### src/rtl/gt_link_tx_arbiter.sv
// GT link transmit arbiter: round-robin with bounded bursts and starvation
// preemption over valid/ready requesters, registered 64-bit link output.
module gt_link_tx_arbiter #(
  parameter int DATA_WIDTH   = 64,
  parameter int NUM_REQ      = 3,
  parameter int MAX_BURST    = 4,
  parameter int STARVE_LIMIT = 16,
  parameter int CNT_W        = 8
) (
  input  logic                          clk,
  input  logic                          reset,
  input  logic [NUM_REQ*DATA_WIDTH-1:0] req_data,
  input  logic [NUM_REQ-1:0]            req_valid,
  output logic [NUM_REQ-1:0]            req_ready,
  output logic [DATA_WIDTH-1:0]         out_data,
  output logic                          out_valid,
  input  logic                          out_ready,
  output logic [1:0]                    grant_idx,
  output logic                          grant_active,
  output logic                          starve_event
);

  typedef enum logic {IDLE, HOLD} state_t;

  localparam logic [CNT_W-1:0] MAXB = CNT_W'(MAX_BURST);
  localparam logic [CNT_W-1:0] LIM  = CNT_W'(STARVE_LIMIT);

  state_t                  state_q, state_d;
  logic [1:0]              owner_q, owner_d;
  logic [1:0]              rr_q, rr_d;
  logic [CNT_W-1:0]        burst_q, burst_d;
  logic [CNT_W-1:0]        wait_q [NUM_REQ];
  logic [DATA_WIDTH-1:0]   out_data_q;
  logic                    out_valid_q;
  logic                    starve_q;

  logic [NUM_REQ-1:0]      starved;
  logic                    load_en;
  logic                    keep;
  logic                    xfer;
  logic                    starve_win;
  logic [1:0]              win;
  logic [1:0]              cand;

  assign load_en = ~out_valid_q | out_ready;

  always_comb begin
    starved = '0;
    for (int i = 0; i < NUM_REQ; i++)
      starved[i] = req_valid[i] && (wait_q[i] >= LIM);
  end

  always_comb begin
    state_d    = state_q;
    owner_d    = owner_q;
    rr_d       = rr_q;
    burst_d    = burst_q;
    win        = owner_q;
    cand       = '0;
    keep       = 1'b0;
    xfer       = 1'b0;
    starve_win = 1'b0;
    if (load_en) begin
      keep = (state_q == HOLD) && req_valid[owner_q]
          && (burst_q < MAXB) && (starved == '0);
      if (keep) begin
        xfer    = 1'b1;
        burst_d = burst_q + CNT_W'(1);
      end else if (|starved) begin
        xfer       = 1'b1;
        starve_win = 1'b1;
        for (int i = NUM_REQ - 1; i >= 0; i--)
          if (starved[i]) win = 2'(i);
      end else if (|req_valid) begin
        xfer = 1'b1;
        // Descending scan so the first valid after rr_q is the last write;
        // the current owner sits last in this order.
        for (int k = NUM_REQ; k >= 1; k--) begin
          cand = 2'((int'(rr_q) + k) % NUM_REQ);
          if (req_valid[cand]) win = cand;
        end
      end else begin
        state_d = IDLE;
      end
      if (xfer && !keep) begin
        state_d = HOLD;
        owner_d = win;
        rr_d    = win;
        burst_d = CNT_W'(1);
      end
    end
  end

  always_comb begin
    req_ready = '0;
    if (reset && xfer)
      req_ready = NUM_REQ'(1) << win;
  end

  always_ff @(posedge clk) begin
    if (!reset) begin
      state_q     <= IDLE;
      owner_q     <= '0;
      rr_q        <= 2'(NUM_REQ - 1);
      burst_q     <= '0;
      out_valid_q <= 1'b0;
      out_data_q  <= '0;
      starve_q    <= 1'b0;
      for (int i = 0; i < NUM_REQ; i++)
        wait_q[i] <= '0;
    end else begin
      state_q  <= state_d;
      owner_q  <= owner_d;
      rr_q     <= rr_d;
      burst_q  <= burst_d;
      starve_q <= starve_win;
      if (load_en) begin
        out_valid_q <= xfer;
        if (xfer)
          out_data_q <= req_data[int'(win)*DATA_WIDTH +: DATA_WIDTH];
        for (int i = 0; i < NUM_REQ; i++) begin
          if (!req_valid[i] || (xfer && (int'(win) == i)))
            wait_q[i] <= '0;
          else if (wait_q[i] < LIM)
            wait_q[i] <= wait_q[i] + CNT_W'(1);
        end
      end
    end
  end

  assign out_data     = out_data_q;
  assign out_valid    = out_valid_q;
  assign grant_idx    = owner_q;
  assign grant_active = (state_q == HOLD);
  assign starve_event = starve_q;

endmodule
### config.mk
export PLATFORM = sky130hd
export DESIGN_NAME = gt_link_tx_arbiter
export DESIGN_NICKNAME = d
export VERILOG_FILES = /design/src/rtl/gt_link_tx_arbiter.sv
export SDC_FILE = /design/constraint.sdc
export NUM_CORES = 1
export LEC_CHECK = 0
export ABC_AREA = 1
export CELL_PAD_IN_SITES_DETAIL_PLACEMENT = 0
export CELL_PAD_IN_SITES_GLOBAL_PLACEMENT = 1
export CORE_UTILIZATION = 30
export DETAILED_ROUTE_END_ITERATION = 8
export PLACE_DENSITY_LB_ADDON = 0.1
export SETUP_SLACK_MARGIN = 0.2
export SLEW_MARGIN = 5
export SYNTH_ARGS = -nofsm -noshare
export SYNTH_HDL_FRONTEND = slang
export SYNTH_SLANG_ARGS = --single-unit
### constraint.sdc
create_clock -name clk -period 7 [get_ports clk]
set_input_delay 1.4 -clock clk [delete_from_list [all_inputs] [get_ports clk]]
set_output_delay 1.4 -clock clk [all_outputs]
set_load 0.02 [all_outputs]
After elaboration in Yosys (flattened, before gate mapping). Memory sizes are Yosys's and may differ from the RTL's. Index checks and enable logic that the tools add are counted.

Register bits after elaboration: 79. Memory bits (writable): 24. Input bits: 198. Output and inout bits: 72. Logic and storage cells: 139. Memories kept: 1.

Add/subtract/negate cells: 7. Div/mod/pow operators: 3. Magnitude comparators: 11. Eq/ne operators: 5. Shift-type cells: 2. Muxes and demuxes: 65. Bitwise logic cells: 10. Reduce and logical (&&, ||, !) cells: 28.

Memory list: wait_q (words 3, width 8, rd ports 3, clocked after Yosys merged registers in 0, wr ports 3, line 32) `logic [CNT_W-1:0] wait_q [NUM_REQ];`.

Operator list (number): $shiftx 192x9->64 (1); $mod 32x3->32 const B (3); $mux 8 (8); $mux 1 (42); $add 8x1->8 const B (4); $ge 8x5->1 const B (3); $lt 8x5->1 const B (3); $mux 2 (10); $lt 2x3->1 const B (4); $logic_and 1x1->1 (11); $reduce_or 3->1 (3); $bmux 1 s2 (4); $lt 8x3->1 const B (1); $or 1x1->1 (7); $add 2x2->3 const B (2); $ne 2x1->1 const B (3); $reduce_and 2->1 (3); $eq 2x2->1 const B (2); $logic_not 1->1 (4); $reduce_and 4->1 (1); $add 2x1->3 const B (1); $logic_not 3->1 (1); $logic_or 1x1->1 (3); $mux 3 (1); 4 further kinds (6).

Depth between registers and ports, before layout.
Depth in word-level cells: 20. Gate-level depth with buffers: 20. Depth with buffers taken out: 18.

Worst setup path after synthesis. No wires, ideal clock.

Path type: input port to output port. Start: input req_valid[2]. End: output req_ready[1]. Arrival time: 2727 ps. Data required time: 5600 ps. Path slack: 2873 ps. Stages on the path: 13. Path buffers: 1. Path through: nand2_1 -> nand2_1 -> nand2_1 -> nor3_2 -> nand2_1 -> nand2_1 -> inv_1 -> nand3_2 -> nand2_2 -> nor2_2 -> buf_4 -> nand2_1 -> nor2_1.

Cells in the longest elaborated chain, start to end: 11. Elaborated cells between the ends (all ways): 33. Those cells by class: shift: 1; mux: 24; reduce/logical: 8.

RTL lines: start: declaration (line 13) `input logic [NUM_REQ-1:0] req_valid,`; $bmux 1 s2 (line 80) `if (req_valid[cand]) win = cand;`; $mux 1 (implied by the code) (line 80); $mux 2 (3 in series) (line 80); $mux 2 (line 74) `end else if (|req_valid) begin`; $mux 2 (line 69) `end else if (|starved) begin`; $mux 2 (line 66) `if (keep) begin`; $mux 2 (line 63) `if (load_en) begin`; $shl 1x2->3 (line 97) `req_ready = NUM_REQ'(1) << win;`; $mux 3 * (line 96) `if (reset && xfer)`; end: declaration (line 14) `output logic [NUM_REQ-1:0] req_ready,`.

Every way passes the cells marked *; elsewhere a longest branch is shown, timed or not. The select of a mux whose other input is x is not followed.

Worst setup path in the final report.
Start: input req_valid[1]. End: output req_ready[2].

Same word-level chain as after synthesis.

==> impl_metrics.yaml <==
run_status:
  status: "completed"
min_path:
  hold_depth: 2
  min_path_type: "reg2reg"
floorplanning:
  io-pin-count: 270
  die_w_um: 142
  dieArea_sq_um: 20100
  core-area_sq_um: 19000
  die_y_um: 142
  row_count: 50
  start_util: 0.310
route:
  dr_wl_met3_um: 1270
  first_pass_iters: 4
  avgRoutedWirePerCell_um: 15.8
  wl_met2_um: 10800
  ant_nets: 0
  drt-met1-wl_um: 8820
  remaining_drc_errors: 0
  vias: 6386
  drtIter0Drc: 255
  highest_layer: "met5"
  viasPerCell: 4.76
  wirelength_um: 21300
power_and_ir_drop:
  ir_worst_vdd_uv: 115
  finalPower_uw: 1880
  p_leak_uw: 0.00383
  p_per_area_nw_per_um2: 209
clock_network:
  cts_tree: "yes"
  clock_sinks: 102
  cts_root_buffer: "clkbuf_16"
  insertion_delay_ns: 0.36
  path_clk_slew_ns: 0.07
  cts.hold.buffers_added: 0
  ctsResizeCount: 0
  cts_inserted_buffers: 9
  htreeDepth: 3
  post_cts_buffers: 0
  clockBufferDepth: 2
layout:
  final_core_utilization: 0.473
  nFillCells: 1904
  final_cells: 1343
  area_delta_synth_final_pct: 52.6
  nets: 1285
  final_layout_size_suffix_gt1_frac: 0.0481
  multi_input_area_sq_um: 3000
  final-seq-area_sq_um: 2280
yosys:
  synth_area_sq_um: 5870
  ys_seq_area_frac: 0.389
  yosys.area.top_type: "dfxtp_1"
  synth-edff-count: 24
  synth_area_per_cell_sq_um: 6.94
  synthTopCellsByArea: "dfxtp_1, edfxtp_1, nand2_1, nand3_1, nand4_1"
  synth-seq-cells: 102
  yosys_most_used_dff: "dfxtp_1"
  ys_async_sr_fraction: 0
  synth.top_cell.area_share: 0.266
  synth_warnings: 0
  yosysUniqueCellTypes: 29
  netlist_instances: 846
grt:
  antenna_found_initial: 2
  grt_max_degree: 103
  grt_pass1_vias: 6019
  track_usage: 0.208
  grt_pass1_wl_um: 32700
  grt_overflow: 0
sta:
  skew_ns: 0.0123
  tightest_slew_ns: 1.12
  fin_ws_ns: 1.20
  min_period_ns: 5.80
  fin_crit_sh: 0.828
  timing.fmax_ghz: 0.173
  slew_headroom: 0.247
  rsz0062_at_grt: "false"
  finalHoldViolations: 0
  drv_slew: 0
  setup_viol: 0
  tns_ns: 0
worst_setup_path:
  path_class: "in2out"
  reg2regPathDepth: 16
  cp_slowest_cell: "clkdlybuf4s50_1"
  cp_max_fo: 35
  cp-end-kind: "primary output"
  cp_common_cell: "nand2_1"
  startpoint_type: "primary input"
  max_stage_delay_ns: 0.63
  reg2reg_slack_ns: 3.48
  cp.arrival_ns: 4.40
  worstPathRequired_ns: 5.60
  crit_path_cell_trace: "clkdlybuf4s50_1 -> inv_2 -> nand2_1 -> nand4_1 -> nor3_2 -> nand2_1 -> nand2_2 -> nand2_1 -> nand2_2 -> nand3_1 -> nor2_1 -> clkdlybuf4s50_1"
placement:
  gp_congestion: 0.871
  hpwl_um: 14800
  dp_cells: 1325
  post-place-ws_ns: 1.21
  portBuffers: 269
run:
  maxCapViolations: 0
-- flip-flops by register name (all words and copies together) (netlist names) --
signal and cells:
out_data 64, wait_q 24, burst_q 8, grant_idx 2, grant_active 1, out_valid 1
rr_q 1, starve_event 1
-- cell families (layout without fill, tap and decap cells) --
group | Yosys count | count (layout) | share of synthesized area
simple gates | 471 | 471 | 0.367
fa+ha+maj | 11 | 11 | 0.0234
xor+xnor | 9 | 9 | 0.0134
flops | 102 | 102 | 0.389
compound gates | 113 | 113 | 0.0985
buf+inv | 139 | 366 | 0.108
other cells | 1 | 11 | 0.000639
-- layer usage --
metal,vias to the layer above,GRT usage
li1,3277,-
met1,2930,0.242
met2,159,0.373
met3,18,0.0638
met4,2,0.0475
met5,-,0
-- cell usage in the layout (no fill, tap or decap) --
cell	netlist	final
a211oi_1	3	3
clkbuf_16	0	11
nand4_1	65	65
a32o_1	1	1
edfxtp_1	24	24
o21ai_1	1	1
xnor2_1	3	3
diode_2	0	2
clkinv_4	0	1
nand4_2	1	1
inv_8	0	2
nand3_1	119	119
nand2_2	3	2
nand2_4	0	1
nand2_1	172	172
xor2_1	6	6
conb_1	1	9
nor2_2	3	1
inv_2	13	14
inv_1	59	59
nor2_1	96	96
ha_1	11	11
nor3_1	5	5
nor3_2	6	6
a21oi_1	71	71
buf_4	22	8
dfxtp_1	78	78
o21ai_0	37	37
clkdlybuf4s50_1	0	269
nand3_2	1	1
nor2_4	0	2
clkinvlp_4	0	2
-- worst paths after layout --
kind	startpoint	endpoint
worst min-delay path	burst_q[4]	burst_q[4]
worst min register to register	burst_q[4]	burst_q[4]
worst max-delay path	req_valid[1]	req_ready[2]
worst max register to register	grant_idx[0]	out_data[58]
-- power by group --
part,switching (uW),total [uW],internal [uW]
Sequential,33.8,699,665
Clock,249,540,291
Combinational,356,638,282
Total,639,1880,1240
-- worst max-delay path: cells and delay by family --
kind	cells	cell delay (ns)
buffers and inverters	3	1.35
AND/OR/NAND/NOR	9	1.66
-- layout make-up --
cell class / instances / area share
Clock buffer: 11 / 0.0307
Inverter: 73 / 0.0306
Tap cell: 260 / 0.0363
Clock inverter: 5 / 0.00517
Sequential cell: 102 / 0.255
Timing Repair Buffer: 277 / 0.307
Antenna cell: 2 / 0.000559
Multi-Input combinational cell: 613 / 0.335
-- cell usage after synthesis (2+ instances only) --
library cell  number
nand2_1          172
nand3_1          119
nor2_1            96
dfxtp_1           78
a21oi_1           71
nand4_1           65
inv_1             59
o21ai_0           37
clkbuf_1          27
edfxtp_1          24
buf_4             22
buf_2             13
inv_2             13
ha_1              11
nor3_2             6
xor2_1             6
nor3_1             5
a211oi_1           3
nand2_2            3
nor2_2             3
xnor2_1            3
buf_1              2
buf_6              2
-- per-stage QoR --
stage / instance area (sq um) / hold WS [ns]
CTS: 8950 / 0.443
finish: 8960 / 0.442
floorplan: 5900 / 0.419
global placement: 8630 / 0.430
global route: 8950 / 0.446
detailed placement: 8630 / 0.432
(Power assumes the default switching activity.)
